**src/rtl/gb_timer_pkg.sv**
```systemverilog
// Shared constants for the Game Boy timer/divider: register selects, TAC
// clock-select encodings, reload FSM states and the interrupt bit position.
`timescale 1ns/1ps
package gb_timer_pkg;

    localparam logic [3:0] TIMER_SEL_DIV  = 4'h4;
    localparam logic [3:0] TIMER_SEL_TIMA = 4'h5;
    localparam logic [3:0] TIMER_SEL_TMA  = 4'h6;
    localparam logic [3:0] TIMER_SEL_TAC  = 4'h7;

    localparam logic [1:0] TAC_CLK_4096   = 2'b00;
    localparam logic [1:0] TAC_CLK_262144 = 2'b01;
    localparam logic [1:0] TAC_CLK_65536  = 2'b10;
    localparam logic [1:0] TAC_CLK_16384  = 2'b11;

    localparam int TAC_ENABLE_BIT = 2;
    localparam int TIMER_INT_BIT  = 2;

    typedef enum logic [1:0] {
        TIMER_IDLE   = 2'd0,
        TIMER_DELAY  = 2'd1,
        TIMER_RELOAD = 2'd2
    } timer_state_t;

    // Counter bit watched for each TAC clock select: {9, 3, 5, 7}.
    function automatic int tac_bit_index(input logic [1:0] clk_sel);
        case (clk_sel)
            TAC_CLK_4096:   return 9;
            TAC_CLK_262144: return 3;
            TAC_CLK_65536:  return 5;
            default:        return 7;
        endcase
    endfunction

endpackage

```
**src/rtl/gb_timer_tick_gen.sv**
```systemverilog
// TIMA tick source: picks the TAC-selected counter bit, gates it with the
// enable and emits a one-cycle pulse on its falling edge.
`timescale 1ns/1ps
module gb_timer_tick_gen
    import gb_timer_pkg::*;
#(
    parameter int COUNTER_WIDTH = 16
) (
    input  logic                     iClock,
    input  logic                     iReset,
    input  logic [COUNTER_WIDTH-1:0] iCounter,
    input  logic [2:0]               iTac,
    output logic                     oTick
);

    localparam int IDX_W = $clog2(COUNTER_WIDTH);

    logic [IDX_W-1:0] sel_idx;
    logic             tick_in;
    logic             tick_in_p1;

    assign sel_idx = IDX_W'(tac_bit_index(iTac[1:0]));
    assign tick_in = iTac[TAC_ENABLE_BIT] & iCounter[sel_idx];

    // Stage p1: previous tick_in; disabling TAC or clearing DIV while the
    // selected bit is high also reads as a falling edge, as on real hardware.
    always_ff @(posedge iClock or posedge iReset) begin
        if (iReset)
            tick_in_p1 <= 1'b0;
        else
            tick_in_p1 <= tick_in;
    end

    assign oTick = tick_in_p1 & ~tick_in;

endmodule

```
**src/rtl/gb_timer.sv**
```systemverilog
// Game Boy DIV/TIMA/TMA/TAC timer with the delayed TMA reload after TIMA
// overflow and a registered one-cycle timer interrupt request.
`timescale 1ns/1ps
module gb_timer
    import gb_timer_pkg::*;
#(
    parameter int COUNTER_WIDTH = 16,
    parameter int RELOAD_DELAY  = 4
) (
    input  logic       iClock,
    input  logic       iReset,
    input  logic       iMcuWe,
    input  logic [3:0] iMcuRegSelect,
    input  logic [7:0] iMcuWriteData,
    output logic [7:0] oDiv,
    output logic [7:0] oTima,
    output logic [7:0] oTma,
    output logic [7:0] oTac,
    output logic       oTimerInterrupt
);

    localparam logic [3:0] DELAY_INIT = 4'(RELOAD_DELAY - 1);

    logic [COUNTER_WIDTH-1:0] counter;
    logic [7:0]               tima;
    logic [7:0]               tma;
    logic [2:0]               tac;
    logic [3:0]               delay_cnt;
    logic                     irq;
    timer_state_t             state, state_nxt;

    logic tick;
    logic div_we, tima_we, tma_we, tac_we;
    logic tima_load, tima_inc, overflow, reload_go, tma_follow;

    assign div_we  = iMcuWe && (iMcuRegSelect == TIMER_SEL_DIV);
    assign tima_we = iMcuWe && (iMcuRegSelect == TIMER_SEL_TIMA);
    assign tma_we  = iMcuWe && (iMcuRegSelect == TIMER_SEL_TMA);
    assign tac_we  = iMcuWe && (iMcuRegSelect == TIMER_SEL_TAC);

    always_ff @(posedge iClock or posedge iReset) begin
        if (iReset)
            counter <= '0;
        else if (div_we)
            counter <= '0;
        else
            counter <= counter + 1'b1;
    end

    gb_timer_tick_gen #(
        .COUNTER_WIDTH(COUNTER_WIDTH)
    ) u_tick_gen (
        .iClock  (iClock),
        .iReset  (iReset),
        .iCounter(counter),
        .iTac    (tac),
        .oTick   (tick)
    );

    always_ff @(posedge iClock or posedge iReset) begin
        if (iReset)
            state <= TIMER_IDLE;
        else
            state <= state_nxt;
    end

    always_comb begin
        state_nxt = state;
        case (state)
            TIMER_IDLE:   if (overflow) state_nxt = TIMER_DELAY;
            TIMER_DELAY:  if (tima_we) state_nxt = TIMER_IDLE;
                          else if (delay_cnt == 4'd0) state_nxt = TIMER_RELOAD;
            TIMER_RELOAD: state_nxt = TIMER_IDLE;
            default:      state_nxt = TIMER_IDLE;
        endcase
    end

    // In the reload cycle TIMA already shows TMA: CPU TIMA writes are dropped
    // and TMA writes pass straight through to TIMA.
    always_comb begin
        tima_load  = tima_we && (state != TIMER_RELOAD);
        tima_inc   = tick && (state == TIMER_IDLE) && !tima_we;
        overflow   = tima_inc && (tima == 8'hFF);
        reload_go  = (state == TIMER_DELAY) && (delay_cnt == 4'd0) && !tima_we;
        tma_follow = (state == TIMER_RELOAD) && tma_we;
    end

    always_ff @(posedge iClock or posedge iReset) begin
        if (iReset) begin
            tima      <= 8'h00;
            tma       <= 8'h00;
            tac       <= 3'b000;
            delay_cnt <= 4'd0;
            irq       <= 1'b0;
        end else begin
            if (tima_load)
                tima <= iMcuWriteData;
            else if (reload_go)
                tima <= tma_we ? iMcuWriteData : tma;
            else if (tma_follow)
                tima <= iMcuWriteData;
            else if (tima_inc)
                tima <= tima + 8'd1;

            if (tma_we)
                tma <= iMcuWriteData;
            if (tac_we)
                tac <= iMcuWriteData[2:0];

            if (overflow)
                delay_cnt <= DELAY_INIT;
            else if ((state == TIMER_DELAY) && (delay_cnt != 4'd0))
                delay_cnt <= delay_cnt - 4'd1;

            irq <= reload_go;
        end
    end

    assign oDiv            = counter[COUNTER_WIDTH-1 -: 8];
    assign oTima           = tima;
    assign oTma            = tma;
    assign oTac            = {5'b11111, tac};
    assign oTimerInterrupt = irq;

endmodule
```
**config.mk**
```make
export PLATFORM = sky130hd
export DESIGN_NAME = gb_timer
export DESIGN_NICKNAME = d
export VERILOG_FILES = /design/src/rtl/gb_timer_pkg.sv /design/src/rtl/gb_timer_tick_gen.sv /design/src/rtl/gb_timer.sv
export SDC_FILE = /design/constraint.sdc
export NUM_CORES = 1
export LEC_CHECK = 0
export ABC_AREA = 1
export CORE_MARGIN = 4
export CORE_UTILIZATION = 56
export DETAILED_ROUTE_END_ITERATION = 12
export PLACE_DENSITY = 0.85
export SLEW_MARGIN = 20
export SYNTH_ARGS = -nofsm -noshare
export SYNTH_HDL_FRONTEND = slang
export SYNTH_SLANG_ARGS = --single-unit
```
**constraint.sdc**
```tcl
create_clock -name iClock -period 2.7 [get_ports iClock]
set_input_delay 0.54 -clock iClock [delete_from_list [all_inputs] [get_ports iClock]]
set_output_delay 0.54 -clock iClock [all_outputs]
set_load 0.005 [all_outputs]
```
### Yosys cells after proc, flatten, opt, wreduce, memory -nomap -nowiden

Cells that the tools add are included.

* output and inout bits: 33
* register bits after elaboration: 43
* bits of input ports: 15
* word-level logic and storage cells: 62

* eq/ne operators: 12
* $add $sub $neg: 3
* bitwise logic cells: 3
* reduce and logical (&&, ||, !) cells: 20
* order comparisons: 1
* multiplexer cells: 15

Operators with widths (count)
* 8-bit two-way mux: 5
* 16-bit by 1-bit adder with 16-bit output, second input constant: 1
* 4-bit by 3-bit == test with 1-bit output, second input constant: 4
* 16-bit two-way mux: 1
* 1-bit logical AND: 12
* 4-bit case mux with 3 select lines: 1
* 8-bit by 1-bit adder with 8-bit output, second input constant: 1
* 8-bit == test, second input constant: 1
* 4-bit two-way mux: 2
* 4-bit nonzero test: 2
* 2-bit two-way mux: 3
* 4-bit by 5-bit less-than comparator with 1-bit output, second input constant: 1
* 1-bit binary-select mux with 4-bit select: 1
* 2-bit by 1-bit == test with 1-bit output, second input constant: 2
* 2-bit == test, second input constant: 2
* 2-bit zero test: 2
* 4-bit zero test: 1
* 2-bit != test, second input constant: 2
* 2-bit case mux with 2 select lines: 1
* 4-bit by 1-bit subtractor with 4-bit output, second input constant: 1
* 3-bit != test, second input constant: 1
* 1-bit bitwise AND: 2
* 2-bit AND reduction: 1
* 2-bit nonzero test: 1
* other kinds (3): 3

### Depth between registers and ports, before layout

* word-level depth: 13
* gate-level depth with buffers: 12
* depth with buffers taken out: 11

### Hierarchy

Synthesis repeated with hierarchy kept, for this count alone.

* cells, all modules: 362
* area, all modules: 2612.5 um^2

Modules (own cells, without submodules)
* gb_timer: cells an instance 344, area each 2498.6 um^2, instances 1
* gb_timer_tick_gen: cells an instance 18, area each 113.9 um^2, instances 1

### Worst setup path before layout

No wires, ideal clock.

* path kind: input to register
* start: in iMcuRegSelect[0]
* end: reg tima[0], in the netlist oTima[0]
* data required time: 2.583 ns
* stages on the path: 11
* path slack: 1.124 ns
* arrival time: 1.459 ns
* buffers on the path: 1
* cells stage by stage: inv_1 nand2_1 nor2_8 nand2_4 nand2_4 nor2_4 buf_6 nand2_2 nand2_1 nor2_1 nor2_1

* longest elaborated chain between the ends: 6

RTL lines
* start, declared: RTL line gb_timer.sv:13 `input logic [3:0] iMcuRegSelect,`
* 4-bit by 3-bit == test with 1-bit output, on equally long branches: RTL line gb_timer.sv:38, gb_timer.sv:37
* 1-bit logical AND, on equally long branches: RTL line gb_timer.sv:38, gb_timer.sv:37
* 1-bit logical AND or 1-bit zero test (tied branches): RTL line gb_timer.sv:85, gb_timer.sv:82, gb_timer.sv:84
* 8-bit two-way mux or 1-bit logical AND (tied branches): RTL line gb_timer.sv:100, gb_timer.sv:84
* 8-bit two-way mux: RTL line gb_timer.sv:98 `else if (reload_go)`
* 8-bit two-way mux: RTL line gb_timer.sv:96 `if (tima_load)`
* end signal, assigned: RTL line gb_timer.sv:97 `tima <= iMcuWriteData;`
* end signal, assigned: RTL line gb_timer.sv:99 `tima <= tma_we ? iMcuWriteData : tma;`
* end signal, assigned: RTL line gb_timer.sv:101 `tima <= iMcuWriteData;`
* end, declared: RTL line gb_timer.sv:25 `logic [7:0] tima;`

Parallel ways exist; a longest one is shown, timed or not.
A chain may end at the register's enable or synchronous reset.

### Final worst setup path

* start: in iMcuRegSelect[0]
* end: reg tima[7], in the netlist oTima[7]

Same word-level chain as after synthesis.

==> qor.yml <==
grt_pass1_wl_mm: 9.67
yosysWarnings: 0
synth_seq_cells: 43
cts-buffers-inserted: 5
layout-drive-gt1-share_pct: 8.02
fillCellCount: 354
grt_max_degree: 44
ys_seq_area_share_pct: 42.0
io_buffer_count: 42
cp.arrival_ns: 2.25
vias: 2262
hpwl_mm: 4.32
fmax_mhz: 484
grt.overflow.total: 0
drtIter0Drc: 184
tightest_slew_ns: 0.542
clockBufferDepth: 2
vdd_drop_max_v: 0.000470
num-nets-final: 392
worstPathMaxFanout: 14
setup_viol: 0
syn_area_per_cell_um2: 7.65
coreArea_mm2: 0.00438
path_common_cell: "nand2_4"
critPathLaunch: "iMcuRegSelect[0]"
drc_errors: 0
grt_usage_pct: 22.1
initial_core_util_pct: 58.4
htreeDepth: 2
relSlewSlack_pct: 63.8
areaGrowthSynthToFinish_pct: 19.2
dp_slack_ns: 0.345
leakagePower_nw: 1.52
r2r_cells: 11
ctsResizeCount: 0
final_common_cell: "nand2_1"
io_pins: 48
cts_tree: "built"
required_ns: 2.89
timing.rr.end: "oTima[0]"
antenna_found_initial: 0
worstPathBufferInverterCount: 2
final_area_mm2: 0.00306
path_cells: "clkdlybuf4s50_1 > inv_1 > nand2_1 > nor2_8 > nand2_4 > nand2_4 > nor2_4 > nand2_2 > nor2_1 > a21oi_1"
die_y_um: 75.6
detail_route.wl_per_cell_um: 13.2
p_per_area_mw_per_mm2: 827
gp_congestion: 0.951
post-route-util_pct: 69.7
fin_crit_ns: 2.07
ant_nets: 0
cts_root_buffer: "clkbuf_8"
place_area_mm2: 0.00295
endpoint: "oTima[7]"
syn_area_mm2: 0.00256
layout.area.seq_mm2: 0.00108
setup_tns_ns: 0
viasPerCell: 5.31
r2r-start: "delay_cnt[0]"
synthCells: 335
first_pass_iters: 5
cpPeakStageDelay_ns: 0.49
timing.final.crit_share_pct: 76.6
rrSetupSlack_ns: 0.98
die-area_mm2: 0.00572
clkTransAtPathRegs_ns: 0.08
synth_cell_types: 36
cp_top_family: "simple AND/OR/NAND/NOR gates"
finalMaxSlewViolations: 0
num_rows: 24
wirelength_mm: 5.64
cts_hold_buf: 0
slowest_stage: "clkdlybuf4s50_1"
skew_ns: 0.00598
layout_setup_ws_ns: 0.633
crit_cells: 10
die_w_um: 75.6
endpoint_kind: "flop"
grt_pass1_vias: 2183
critPathKind: "in2reg"
multiInputGateArea_mm2: 0.00118
hold_class: "reg2reg"
clock-sinks: 43
status: "complete, no violations"
cap_violations: 0
mostFrequentLayoutCells: "83 x nand2_1, 48 x inv_1, 43 x dfrtp_1, 42 x clkdlybuf4s50_1, 35 x nor2_1"
postCtsSetupBuffers: 0
diodes: 0
rsz0062_at_grt: "no"
cp-start-kind: "input pin"
finalHoldViolations: 0
insertion_delay_ns: 0.30
==> power breakdown <==
group	switching, W	total, W	internal, W
clock	0.000215	0.000486	0.000271
sequential	0.000224	0.00107	0.000844
combinational	0.000491	0.000973	0.000483
total	0.000929	0.00253	0.00160
==> cells by family (layout without fill, tap and decap cells) <==
| family | after synthesis | count (layout) | share of synthesized area (%) |
|---|---|---|---|
| other cells | 1 | 5 | 0.146 |
| compound gates | 32 | 32 | 7.03 |
| buf+inv | 67 | 102 | 12.4 |
| xor+xnor | 8 | 8 | 2.73 |
| fa+ha+maj | 3 | 3 | 1.46 |
| simple gates | 181 | 181 | 34.3 |
| flops | 43 | 43 | 42.0 |
==> metal layers <==
| layer | routed length, um | track usage [%] |
|---|---|---|
| met2 | 2600 | 33.4 |
| met4 | 109 | 8.35 |
| met3 | 357 | 6.20 |
| met5 | 0 | 0 |
| met1 | 2580 | 30.5 |
==> cell type report <==
cell class	count	area share (%)
multi-input cells	229	38.8
repair buffers	44	14.3
clock buffers	6	2.38
inverters	51	6.27
clock inverters	1	0.983
flip-flops and latches	43	35.2
well taps	52	2.13
==> registers in the layout, summed over array words and instances (netlist names) <==
name,cells
state,2
u_tick_gen.tick_in_p1,1
oTimerInterrupt,1
counter,16
oTma,8
tac,3
delay_cnt,4
oTima,8
==> Yosys cell counts <==
cell / number / area share [%]
nand2_1: 83 / 12
inv_1: 48 / 7.0
dfrtp_1: 43 / 42
nor2_1: 35 / 5.1
nand3_1: 26 / 5.1
buf_4: 13 / 3.8
a21oi_1: 12 / 2.3
o21ai_0: 10 / 2.0
nor3_1: 8 / 1.6
nand2_2: 7 / 1.7
nand4_1: 6 / 1.5
xnor2_1: 4 / 1.4
xor2_1: 4 / 1.4
ha_1: 3 / 1.5
inv_2: 3 / 0.44
nand2_4: 3 / 1.3
nor2_4: 3 / 1.3
buf_6: 2 / 0.88
nor3b_1: 2 / 0.59
nor4_1: 2 / 0.49
o21a_1: 2 / 0.59
o21ai_1: 2 / 0.39
a21boi_0: 1 / 0.29
a21oi_2: 1 / 0.34
a31oi_1: 1 / 0.24
buf_2: 1 / 0.20
conb_1: 1 / 0.15
nand3_2: 1 / 0.39
nand3_4: 1 / 0.68
nand3b_1: 1 / 0.29
nand4_2: 1 / 0.49
nor2_8: 1 / 0.78
nor4_4: 1 / 0.83
o211ai_1: 1 / 0.29
o21bai_1: 1 / 0.29
o31ai_1: 1 / 0.29
==> metrics by stage <==
stage          cells  hold slack (ns)  power (W)
2_1_floorplan    339            0.474    0.00165
5_1_grt          426            0.537    0.00273
4_1_cts          426            0.516    0.00253
3_5_place_dp     419            0.504    0.00204
3_3_place_gp     419            0.497    0.00201
6_report         426            0.513    0.00253
==> worst min-delay path by stage <==
stage / from / slack, ns / cells past startpoint / end
detailed placement: counter[0] / 0.50 / 1 / counter[0]
floorplan: counter[0] / 0.47 / 1 / counter[0]
CTS: counter[0] / 0.52 / 1 / counter[0]
global placement: counter[0] / 0.50 / 1 / counter[0]
global route: counter[0] / 0.54 / 1 / counter[0]
finish: counter[0] / 0.51 / 1 / counter[0]
Power figures use the tool's default switching activity.
